$ cat config.mk
export PLATFORM = sky130hd
export DESIGN_NAME = hd_pair_sequencer_flat
export DESIGN_NICKNAME = d
export VERILOG_FILES = /design/src/rtl/mp3_pkg.sv /design/src/rtl/hd_pair_sequencer_if.sv /design/src/rtl/hd_pair_sequencer.sv /design/src/flat_wrapper.sv
export SDC_FILE = /design/constraint.sdc
export NUM_CORES = 1
export LEC_CHECK = 0
export CORE_ASPECT_RATIO = 2
export CORE_MARGIN = 3
export CORE_UTILIZATION = 47
export DETAILED_ROUTE_END_ITERATION = 10
export PLACE_DENSITY = 0.77
export SETUP_SLACK_MARGIN = 0.15
export SLEW_MARGIN = 10
export SYNTH_ARGS = -nofsm -noshare
export SYNTH_HDL_FRONTEND = slang
export SYNTH_SLANG_ARGS = --single-unit
$ cat constraint.sdc
create_clock -name clk -period 1.98 [get_ports clk]
set_clock_uncertainty 0.2 [all_clocks]
set_input_delay 0.396 -clock clk [delete_from_list [all_inputs] [get_ports clk]]
set_output_delay 0.396 -clock clk [all_outputs]
set_load 0.02 [all_outputs]
$ cat src/rtl/mp3_pkg.sv
// Shared definitions for the MP3 granule decode path: granule geometry,
// the signed frequency-line sample type and the pair sequencer state encoding.
package mp3_pkg;

   localparam int SAMPLES_PER_GRANULE = 576;
   localparam int SAMPLE_ADDR_W       = 10;
   localparam int BIG_VALUES_MAX      = SAMPLES_PER_GRANULE / 2;

   typedef logic signed [15:0] sample_t;

   typedef enum logic [2:0] {
      IDLE,
      COLLECT,
      WRITE_Y,
      ZFILL,
      DONE
   } hps_state_t;

endpackage

$ cat src/rtl/hd_pair_sequencer_if.sv
// Bundle between the Huffman pair decoder / granule controller and the pair
// sequencer, plus the sample RAM write port and status it drives back.
interface hd_pair_sequencer_if
   import mp3_pkg::*;
#(
   parameter int ADDR_W = SAMPLE_ADDR_W
) ();

   // Handshake: there is no ready. pair_valid is a single-cycle pulse and the
   // pair (x_val, y_val) is valid only in that cycle; the sequencer must take
   // it then or flag it as dropped. start is likewise a one-cycle pulse.
   logic                 start;
   logic [8:0]           big_values;
   logic                 pair_valid;
   sample_t              x_val;
   sample_t              y_val;

   logic                 wr_en;
   logic [ADDR_W-1:0]    wr_addr;
   sample_t              wr_data;
   logic                 busy;
   logic                 done;
   logic                 err_overflow;
   logic                 err_range;
   hps_state_t           state;

   modport master (
      output start, big_values, pair_valid, x_val, y_val,
      input  wr_en, wr_addr, wr_data, busy, done, err_overflow, err_range, state
   );

   modport slave (
      input  start, big_values, pair_valid, x_val, y_val,
      output wr_en, wr_addr, wr_data, busy, done, err_overflow, err_range, state
   );

endinterface

$ cat src/rtl/hd_pair_sequencer.sv
// Writes decoded Huffman (x,y) pairs as consecutive samples into the granule
// sample RAM, then zero-fills the remainder of the granule and pulses done.
module hd_pair_sequencer
   import mp3_pkg::*;
#(
   parameter int SAMPLES = SAMPLES_PER_GRANULE,
   parameter int ADDR_W  = SAMPLE_ADDR_W,
   parameter int BV_MAX  = BIG_VALUES_MAX
) (
   input  logic                 clk,
   input  logic                 rst,
   hd_pair_sequencer_if.slave   bus
);

   localparam logic [ADDR_W-1:0] LAST_ADDR = ADDR_W'(SAMPLES - 1);
   localparam logic [ADDR_W-1:0] ADDR_ONE  = ADDR_W'(1);
   localparam logic [ADDR_W-1:0] ADDR_TWO  = ADDR_W'(2);
   localparam logic [8:0]        BV_LIMIT  = 9'(BV_MAX);

   hps_state_t         state_q, state_d;
   logic [8:0]         bv_q, bv_d;
   logic [8:0]         cnt_q, cnt_d;
   logic [ADDR_W-1:0]  addr_q, addr_d;
   sample_t            y_hold_q, y_hold_d;
   logic               wr_en_q, wr_en_d;
   logic [ADDR_W-1:0]  wr_addr_q, wr_addr_d;
   sample_t            wr_data_q, wr_data_d;
   logic               busy_q, busy_d;
   logic               done_q, done_d;
   logic               err_ov_q, err_ov_d;
   logic               err_rng_q, err_rng_d;

   always_ff @(posedge clk) begin
      if (rst) begin
         state_q   <= IDLE;
         bv_q      <= '0;
         cnt_q     <= '0;
         addr_q    <= '0;
         y_hold_q  <= '0;
         wr_en_q   <= 1'b0;
         wr_addr_q <= '0;
         wr_data_q <= '0;
         busy_q    <= 1'b0;
         done_q    <= 1'b0;
         err_ov_q  <= 1'b0;
         err_rng_q <= 1'b0;
      end else begin
         state_q   <= state_d;
         bv_q      <= bv_d;
         cnt_q     <= cnt_d;
         addr_q    <= addr_d;
         y_hold_q  <= y_hold_d;
         wr_en_q   <= wr_en_d;
         wr_addr_q <= wr_addr_d;
         wr_data_q <= wr_data_d;
         busy_q    <= busy_d;
         done_q    <= done_d;
         err_ov_q  <= err_ov_d;
         err_rng_q <= err_rng_d;
      end
   end

   always_comb begin
      state_d   = state_q;
      bv_d      = bv_q;
      cnt_d     = cnt_q;
      addr_d    = addr_q;
      y_hold_d  = y_hold_q;
      wr_en_d   = 1'b0;
      wr_addr_d = wr_addr_q;
      wr_data_d = wr_data_q;
      busy_d    = busy_q;
      done_d    = 1'b0;
      err_ov_d  = err_ov_q;
      err_rng_d = err_rng_q;

      case (state_q)
         IDLE: begin
            // A start coinciding with the done pulse belongs to the old granule.
            if (bus.start && !done_q) begin
               if (bus.big_values > BV_LIMIT) begin
                  bv_d      = BV_LIMIT;
                  err_rng_d = 1'b1;
               end else begin
                  bv_d = bus.big_values;
               end
               cnt_d   = '0;
               addr_d  = '0;
               busy_d  = 1'b1;
               state_d = (bus.big_values == 9'd0) ? ZFILL : COLLECT;
            end
         end

         COLLECT: begin
            if (bus.pair_valid) begin
               wr_en_d   = 1'b1;
               wr_addr_d = addr_q;
               wr_data_d = bus.x_val;
               y_hold_d  = bus.y_val;
               state_d   = WRITE_Y;
            end
         end

         WRITE_Y: begin
            wr_en_d   = 1'b1;
            wr_addr_d = addr_q + ADDR_ONE;
            wr_data_d = y_hold_q;
            addr_d    = addr_q + ADDR_TWO;
            cnt_d     = cnt_q + 9'd1;
            if (bus.pair_valid) begin
               err_ov_d = 1'b1;
            end
            if (cnt_q + 9'd1 == bv_q) begin
               state_d = (bv_q == BV_LIMIT) ? DONE : ZFILL;
            end else begin
               state_d = COLLECT;
            end
         end

         ZFILL: begin
            wr_en_d   = 1'b1;
            wr_addr_d = addr_q;
            wr_data_d = '0;
            if (bus.pair_valid) begin
               err_ov_d = 1'b1;
            end
            if (addr_q == LAST_ADDR) begin
               state_d = DONE;
            end else begin
               addr_d = addr_q + ADDR_ONE;
            end
         end

         DONE: begin
            done_d  = 1'b1;
            busy_d  = 1'b0;
            state_d = IDLE;
         end

         default: state_d = IDLE;
      endcase
   end

   assign bus.wr_en        = wr_en_q;
   assign bus.wr_addr      = wr_addr_q;
   assign bus.wr_data      = wr_data_q;
   assign bus.busy         = busy_q;
   assign bus.done         = done_q;
   assign bus.err_overflow = err_ov_q;
   assign bus.err_range    = err_rng_q;
   assign bus.state        = state_q;

endmodule
$ cat src/flat_wrapper.sv
// flat-port wrapper written by rule: the top's interface ports become plain ports
module hd_pair_sequencer_flat import mp3_pkg::*;
#(
   parameter int SAMPLES = SAMPLES_PER_GRANULE,
   parameter int ADDR_W  = SAMPLE_ADDR_W,
   parameter int BV_MAX  = BIG_VALUES_MAX
)
  (clk, rst, bus_start, bus_big_values, bus_pair_valid, bus_x_val, bus_y_val, bus_wr_en, bus_wr_addr, bus_wr_data, bus_busy, bus_done, bus_err_overflow, bus_err_range, bus_state);
  hd_pair_sequencer_if #(.ADDR_W(ADDR_W)) bus_i ();
  input  logic clk;
  input  logic rst;
  input wire logic [$bits(bus_i.start)-1:0] bus_start;
  input wire logic [$bits(bus_i.big_values)-1:0] bus_big_values;
  input wire logic [$bits(bus_i.pair_valid)-1:0] bus_pair_valid;
  input wire logic [$bits(bus_i.x_val)-1:0] bus_x_val;
  input wire logic [$bits(bus_i.y_val)-1:0] bus_y_val;
  output wire logic [$bits(bus_i.wr_en)-1:0] bus_wr_en;
  output wire logic [$bits(bus_i.wr_addr)-1:0] bus_wr_addr;
  output wire logic [$bits(bus_i.wr_data)-1:0] bus_wr_data;
  output wire logic [$bits(bus_i.busy)-1:0] bus_busy;
  output wire logic [$bits(bus_i.done)-1:0] bus_done;
  output wire logic [$bits(bus_i.err_overflow)-1:0] bus_err_overflow;
  output wire logic [$bits(bus_i.err_range)-1:0] bus_err_range;
  output wire logic [$bits(bus_i.state)-1:0] bus_state;
  assign bus_i.start = bus_start;
  assign bus_i.big_values = bus_big_values;
  assign bus_i.pair_valid = bus_pair_valid;
  assign bus_i.x_val = bus_x_val;
  assign bus_i.y_val = bus_y_val;
  assign bus_wr_en = bus_i.wr_en;
  assign bus_wr_addr = bus_i.wr_addr;
  assign bus_wr_data = bus_i.wr_data;
  assign bus_busy = bus_i.busy;
  assign bus_done = bus_i.done;
  assign bus_err_overflow = bus_i.err_overflow;
  assign bus_err_range = bus_i.err_range;
  assign bus_state = bus_i.state;
  hd_pair_sequencer #(.SAMPLES(SAMPLES), .ADDR_W(ADDR_W), .BV_MAX(BV_MAX)) u_core (.clk(clk), .rst(rst), .bus(bus_i));
endmodule
# [Yosys cells after proc, flatten, opt, wreduce, memory -nomap -nowiden]
# Index checks and enable logic that the tools add are counted.
# Widths: inputs -> output; s select.
[totals] n_memories=0 inputBits=45 latchBits=0 word_cells=67 regBits=78 ram_bits=0 out_inout_bits=34 rom_bits=0
[op_classes] n_mux=22 n_div=0 magnitude_cmp=1 reduce_logical=18 eq_ne=11 n_addsub=3 shifts=0 bitwise_logic=0 mul=0
[ops] cell="$pmux 10 s3" count=2
[ops] cell="$pmux 16 s3" count=1
[ops] cell="$mux 10" count=3
[ops] cell="$mux 9" count=2
[ops] cell="$pmux 9 s2" count=1
[ops] cell="$mux 16" count=1
[ops] cell="$mux 3" count=5
[ops] cell="$pmux 3 s4" count=1
[ops] cell="$reduce_and 2->1" count=6
[ops] cell="$add 10x1->10 const B" count=1
[ops] cell="$add 10x2->10 const B" count=1
[ops] cell="$eq 10x10->1 const B" count=1
[ops] cell="$add 9x1->9 const B" count=1
[ops] cell="$eq 9x9->1" count=1
[ops] cell="$eq 9x9->1 const B" count=1
[ops] cell="$gt 9x9->1 const B" count=1
[ops] cell="$logic_not 9->1" count=1
[ops] cell="$reduce_and 3->1" count=3
[ops] cell="$eq 3x2->1 const B" count=2
[ops] cell="$reduce_bool 3->1" count=2
[ops] cell="$ne 2x1->1 const B" count=2
[ops] cell="$ne 2x2->1 const B" count=2
[ops] cell="$pmux 1 s2" count=2
[ops] cell="$reduce_bool 2->1" count=2
[ops] cell="other kinds (8)" count=10

# [Longest topological paths before layout]
[logic_depth] depth_word=4 mapped_depth=8 depth_no_buf=7

# [Worst setup path before layout]
# OpenSTA, ideal clock, no wires.
[synth_timing] path_type="register -> register" from="register u_core.cnt_q[0]" to="register u_core.state_q[0] (netlist: u_core.bus.state[0])" setup_slack_ps=-23 path_buffers=1 setup_time_ps=57 period_less_slack_ps=2003 arrival_ps=1746 required_ps=1723 stages_incl_launch_ff=9 cell_sequence="dfxtp_1 -> ha_1 -> buf_2 -> and2_1 -> a211o_1 -> a31o_2 -> nor2b_1 -> a31oi_1 -> o21ba_2"
[synth_via] elab_chain_cells=4
[synth_lines] item="start, declared" line_no="hd_pair_sequencer.sv:22" text="logic [8:0] cnt_q, cnt_d;"
[synth_lines] item="start signal, assigned" line_no="hd_pair_sequencer.sv:50" text="cnt_q <= cnt_d;"
[synth_lines] item="$add 9x1->9" line_no="hd_pair_sequencer.sv:113" text="if (cnt_q + 9'd1 == bv_q) begin"
[synth_lines] item="$eq 9x9->1" line_no="hd_pair_sequencer.sv:113"
[synth_lines] item="$mux 3" line_no="hd_pair_sequencer.sv:113"
[synth_lines] item="$pmux 3 s4" line_no="hd_pair_sequencer.sv:77" text="case (state_q)"
[synth_lines] item="end signal, assigned" line_no="hd_pair_sequencer.sv:48" text="state_q <= state_d;"
[synth_lines] item="end, declared" line_no="hd_pair_sequencer.sv:20" text="hps_state_t state_q, state_d;"
# Every way passes these cells.
# A chain may end at the register's enable or synchronous reset.

# [Worst setup path after layout]
[layout_timing] from="register u_core.addr_q[1]" to="register u_core.addr_q[4]"
[layout_via] elab_chain_cells=3 word_cells_on_any_way=7 cone_classes="2 x add/sub; 2 x eq/ne; 2 x mux; 1 x reduce/logical"
[layout_lines] item="start, declared" line_no="hd_pair_sequencer.sv:23" text="logic [ADDR_W-1:0] addr_q, addr_d;"
[layout_lines] item="start signal, assigned" line_no="hd_pair_sequencer.sv:51" text="addr_q <= addr_d;"
[layout_lines] item="$add 10x1->10 / $eq 10x10->1 (equally long branches)" line_no="hd_pair_sequencer.sv:130, hd_pair_sequencer.sv:127"
[layout_lines] item="$mux 10 / $ne 2x2->1 (equally long branches)"
[layout_lines] item="$pmux 10 s3 / $reduce_and 3->1 (equally long branches)"
# Several ways; a longest one is shown, not always the timed one. The select of a mux whose other input is x is not followed.

==> reports/qor.csv <==
metric,value,unit
final hold slack,252,ps
share of layout cells above drive strength 1,23.8,%
CTS tree,yes,
DP Wirelength,8730,um
Pins Over Slew Limit,0,
Critical Path RT,2020,ps
CP Class,flip-flop to flip-flop,
GP Congestion,0.943,
hold violation total from the final report,0,
PwrDens,795,mW/mm^2
total power,4.62,mW
Clock power frac,35.3,%
first-pass GRT wire length,19800,um
# diodes,0,
total track usage,26.3,%
Pre-antenna DRT Iters,5,
Area contributors post-synth,"dfxtp_1, a21oi_1, nand2_1",
slowest CP cell,dfxtp_4,
CP Launch Type,flip-flop,
Sink Count,78,
core area,0.00806,mm^2
std cell rows,46,
Post-CTS Hold Buffers,0,
outcome,"finished, final reports clean",
"most common cell after layout, fill and taps aside",nand2_1,
Syn Std Cell Area,0.00394,mm^2
crit path max fanout,5,
clock transition at the registers of the reported paths,60,ps
sequential share of power,38.2,%
Internal,3.23,mW
Layout area overhead,47.8,%
critical path arrival,1960,ps
sequential area share after synthesis,39.7,%
H-tree depth,3,
I/O Buffers,78,
routed wire length,13100,um
Synth area leader,dfxtp_1,
worst skew pair latency,340,ps
CP peak stage delay,380,ps
Hold WC Path Type,flip-flop to flip-flop,
die area,0.00957,mm^2
"Net Count, Synth",556,
Final setup viols,0,
minimum clock period,1920,ps
area occupied by multi-input gates,0.00241,mm^2
WL/cell,18.0,um
Synth top area share,39.7,%
RSZ-0062 raised after global routing,yes,
initial antenna violation count,0,
"antenna viol nets, final",0,
Die Y,135,um
FF/Latch Area,0.00159,mm^2
largest net degree at the start of global routing,50,
crit path cell chain,ha_4 -> and3_4 -> nand4_1 -> mux2i_4 -> buf_12 -> a21oi_1 -> a211oi_1,
Max-Cap Viols,0,
detail-routed via count per cell,5.95,
Final period util,97.2,%
Synth Flop Type,dfxtp_1,
post-synthesis async set-or-reset flop share,0,%
sw frac,30.1,%
Die W,70.7,um
starting density of the core,48.8,%
vias in the first global route,4273,
"Distinct cells, synth",54,
Layout Nets,676,
vias,4325,
syn avg cell area,7.75,um^2
Fillers,619,
CP Capture Type,flip-flop,
Max-slew headroom,74.5,%
Yosys warnings,0,
Comb pwr share,26.5,%
grt ovf,0,
Synth Instances,508,
I/O pin total,79,
Worst-Margin Slew,382,ps
most frequent cells in the layout,"nand2_1, dfxtp_1, nor2_1, buf_4, a21oi_1",
Leak Pwr,2.24,nW
CTS Buf Count,9,
Initial DRC Count,176,
# DRC,0,
Longest Clk Path Bufs,2,
Root Buffer,clkbuf_16,
Yosys reg bits,78,
Sw Pwr,1.39,mW
Fmax,520,MHz
Post-synth EDFFs,0,
VDD IR max,0.651,mV
[final cells by class]
cell class	instances	share of cell area, %
Sequential cell	78	27.4
Clock buffer	11	4.17
Timing Repair Buffer	148	23.7
Inverter	6	0.387
Tap cell	96	2.06
Multi-Input combinational cell	385	41.4
Clock inverter	3	0.796
[synthesized netlist by cell type, types with 5 or more instances]
library cell / instances
dfxtp_1: 78
nand2_1: 72
nor2_1: 62
a21oi_1: 61
nor3_1: 25
clkbuf_1: 24
o21ai_0: 24
a211oi_1: 21
nor3b_1: 21
nand3_1: 11
buf_2: 7
and3_1: 6
inv_1: 6
xnor2_1: 6
nor4_1: 5
[cell families (layout without fill, tap and decap cells)]
family | Yosys count | in the layout | share of synthesized area (%)
mux | 3 | 3 | 1.14
simple gates | 234 | 234 | 29.2
compound gates | 134 | 134 | 20.7
xor+xnor | 11 | 11 | 2.64
fa+ha+maj | 3 | 3 | 0.954
buf+inv | 45 | 168 | 5.66
flops | 78 | 78 | 39.7
[sequential cells by signal (all words and copies together), names as in the netlist]
register,count
u_core.bus.done,1
u_core.bus.wr_addr,10
u_core.bus.busy,1
u_core.bus.wr_data,16
u_core.y_hold_q,16
u_core.bus.err_overflow,1
u_core.addr_q,10
u_core.bus.state,3
u_core.bus.err_range,1
u_core.bus.wr_en,1
u_core.bv_q,9
u_core.cnt_q,9
[through the flow]
step,instances,instance area [um^2],TNS [ps],setup slack (ps),util (%)
floorplan,508,4000,0,124,-
global placement,692,5110,-5580,-311,63.4
detailed placement,692,5110,-7600,-356,63.4
CTS,712,5530,0,84.8,68.7
global route,727,5820,0,3.53,72.2
finish,727,5820,0,55.6,72.2
[power groups by stage]
| stage | clock (mW) | combinational, mW | sequential (mW) |
|---|---|---|---|
| after detailed placement | 0 | 1.07 | 1.80 |
| after global placement | 0 | 1.04 | 1.79 |
| after CTS | 1.65 | 1.10 | 1.76 |
| after floorplan | 0 | 0.506 | 1.87 |
| after global routing | 1.71 | 1.31 | 1.77 |
| final | 1.63 | 1.22 | 1.77 |
[critical path: cells and delay by family, from the launching register on]
family	cells	cell delay, ps
AO/OA/AOI/OAI	2	260
flip-flops	1	380
adder cells (fa/ha/maj)	1	150
multiplexers	1	280
buffers and inverters	1	160
AND/OR/NAND/NOR	2	380
[routing by layer]
metal	GRT usage, %	vias to the layer above	share of wire (%)
met5	0	-	0
met4	17.5	0	4.9
met3	5.42	51	3.6
met2	49.1	153	57
met1	25.0	2084	34
li1	-	2037	-
[path summary, 6_finish.rpt]
kind | slack [ps] | depth (start not counted) | end | from
setup / recovery | 60 | 7 | u_core.addr_q[4] | u_core.addr_q[1]
hold / removal | 250 | 2 | u_core.y_hold_q[14] | u_core.y_hold_q[14]
setup reg to reg | 60 | 7 | u_core.addr_q[4] | u_core.addr_q[1]
hold reg to reg | 250 | 2 | u_core.y_hold_q[14] | u_core.y_hold_q[14]
[what timing repair did]
item	in CTS	in global routing
pin swaps	4	22
buffers inserted	6	13
endpoints found under the setup margin	68	37
resized for setup	66	40
gates cloned	0	2
(Power assumes the default switching activity.)
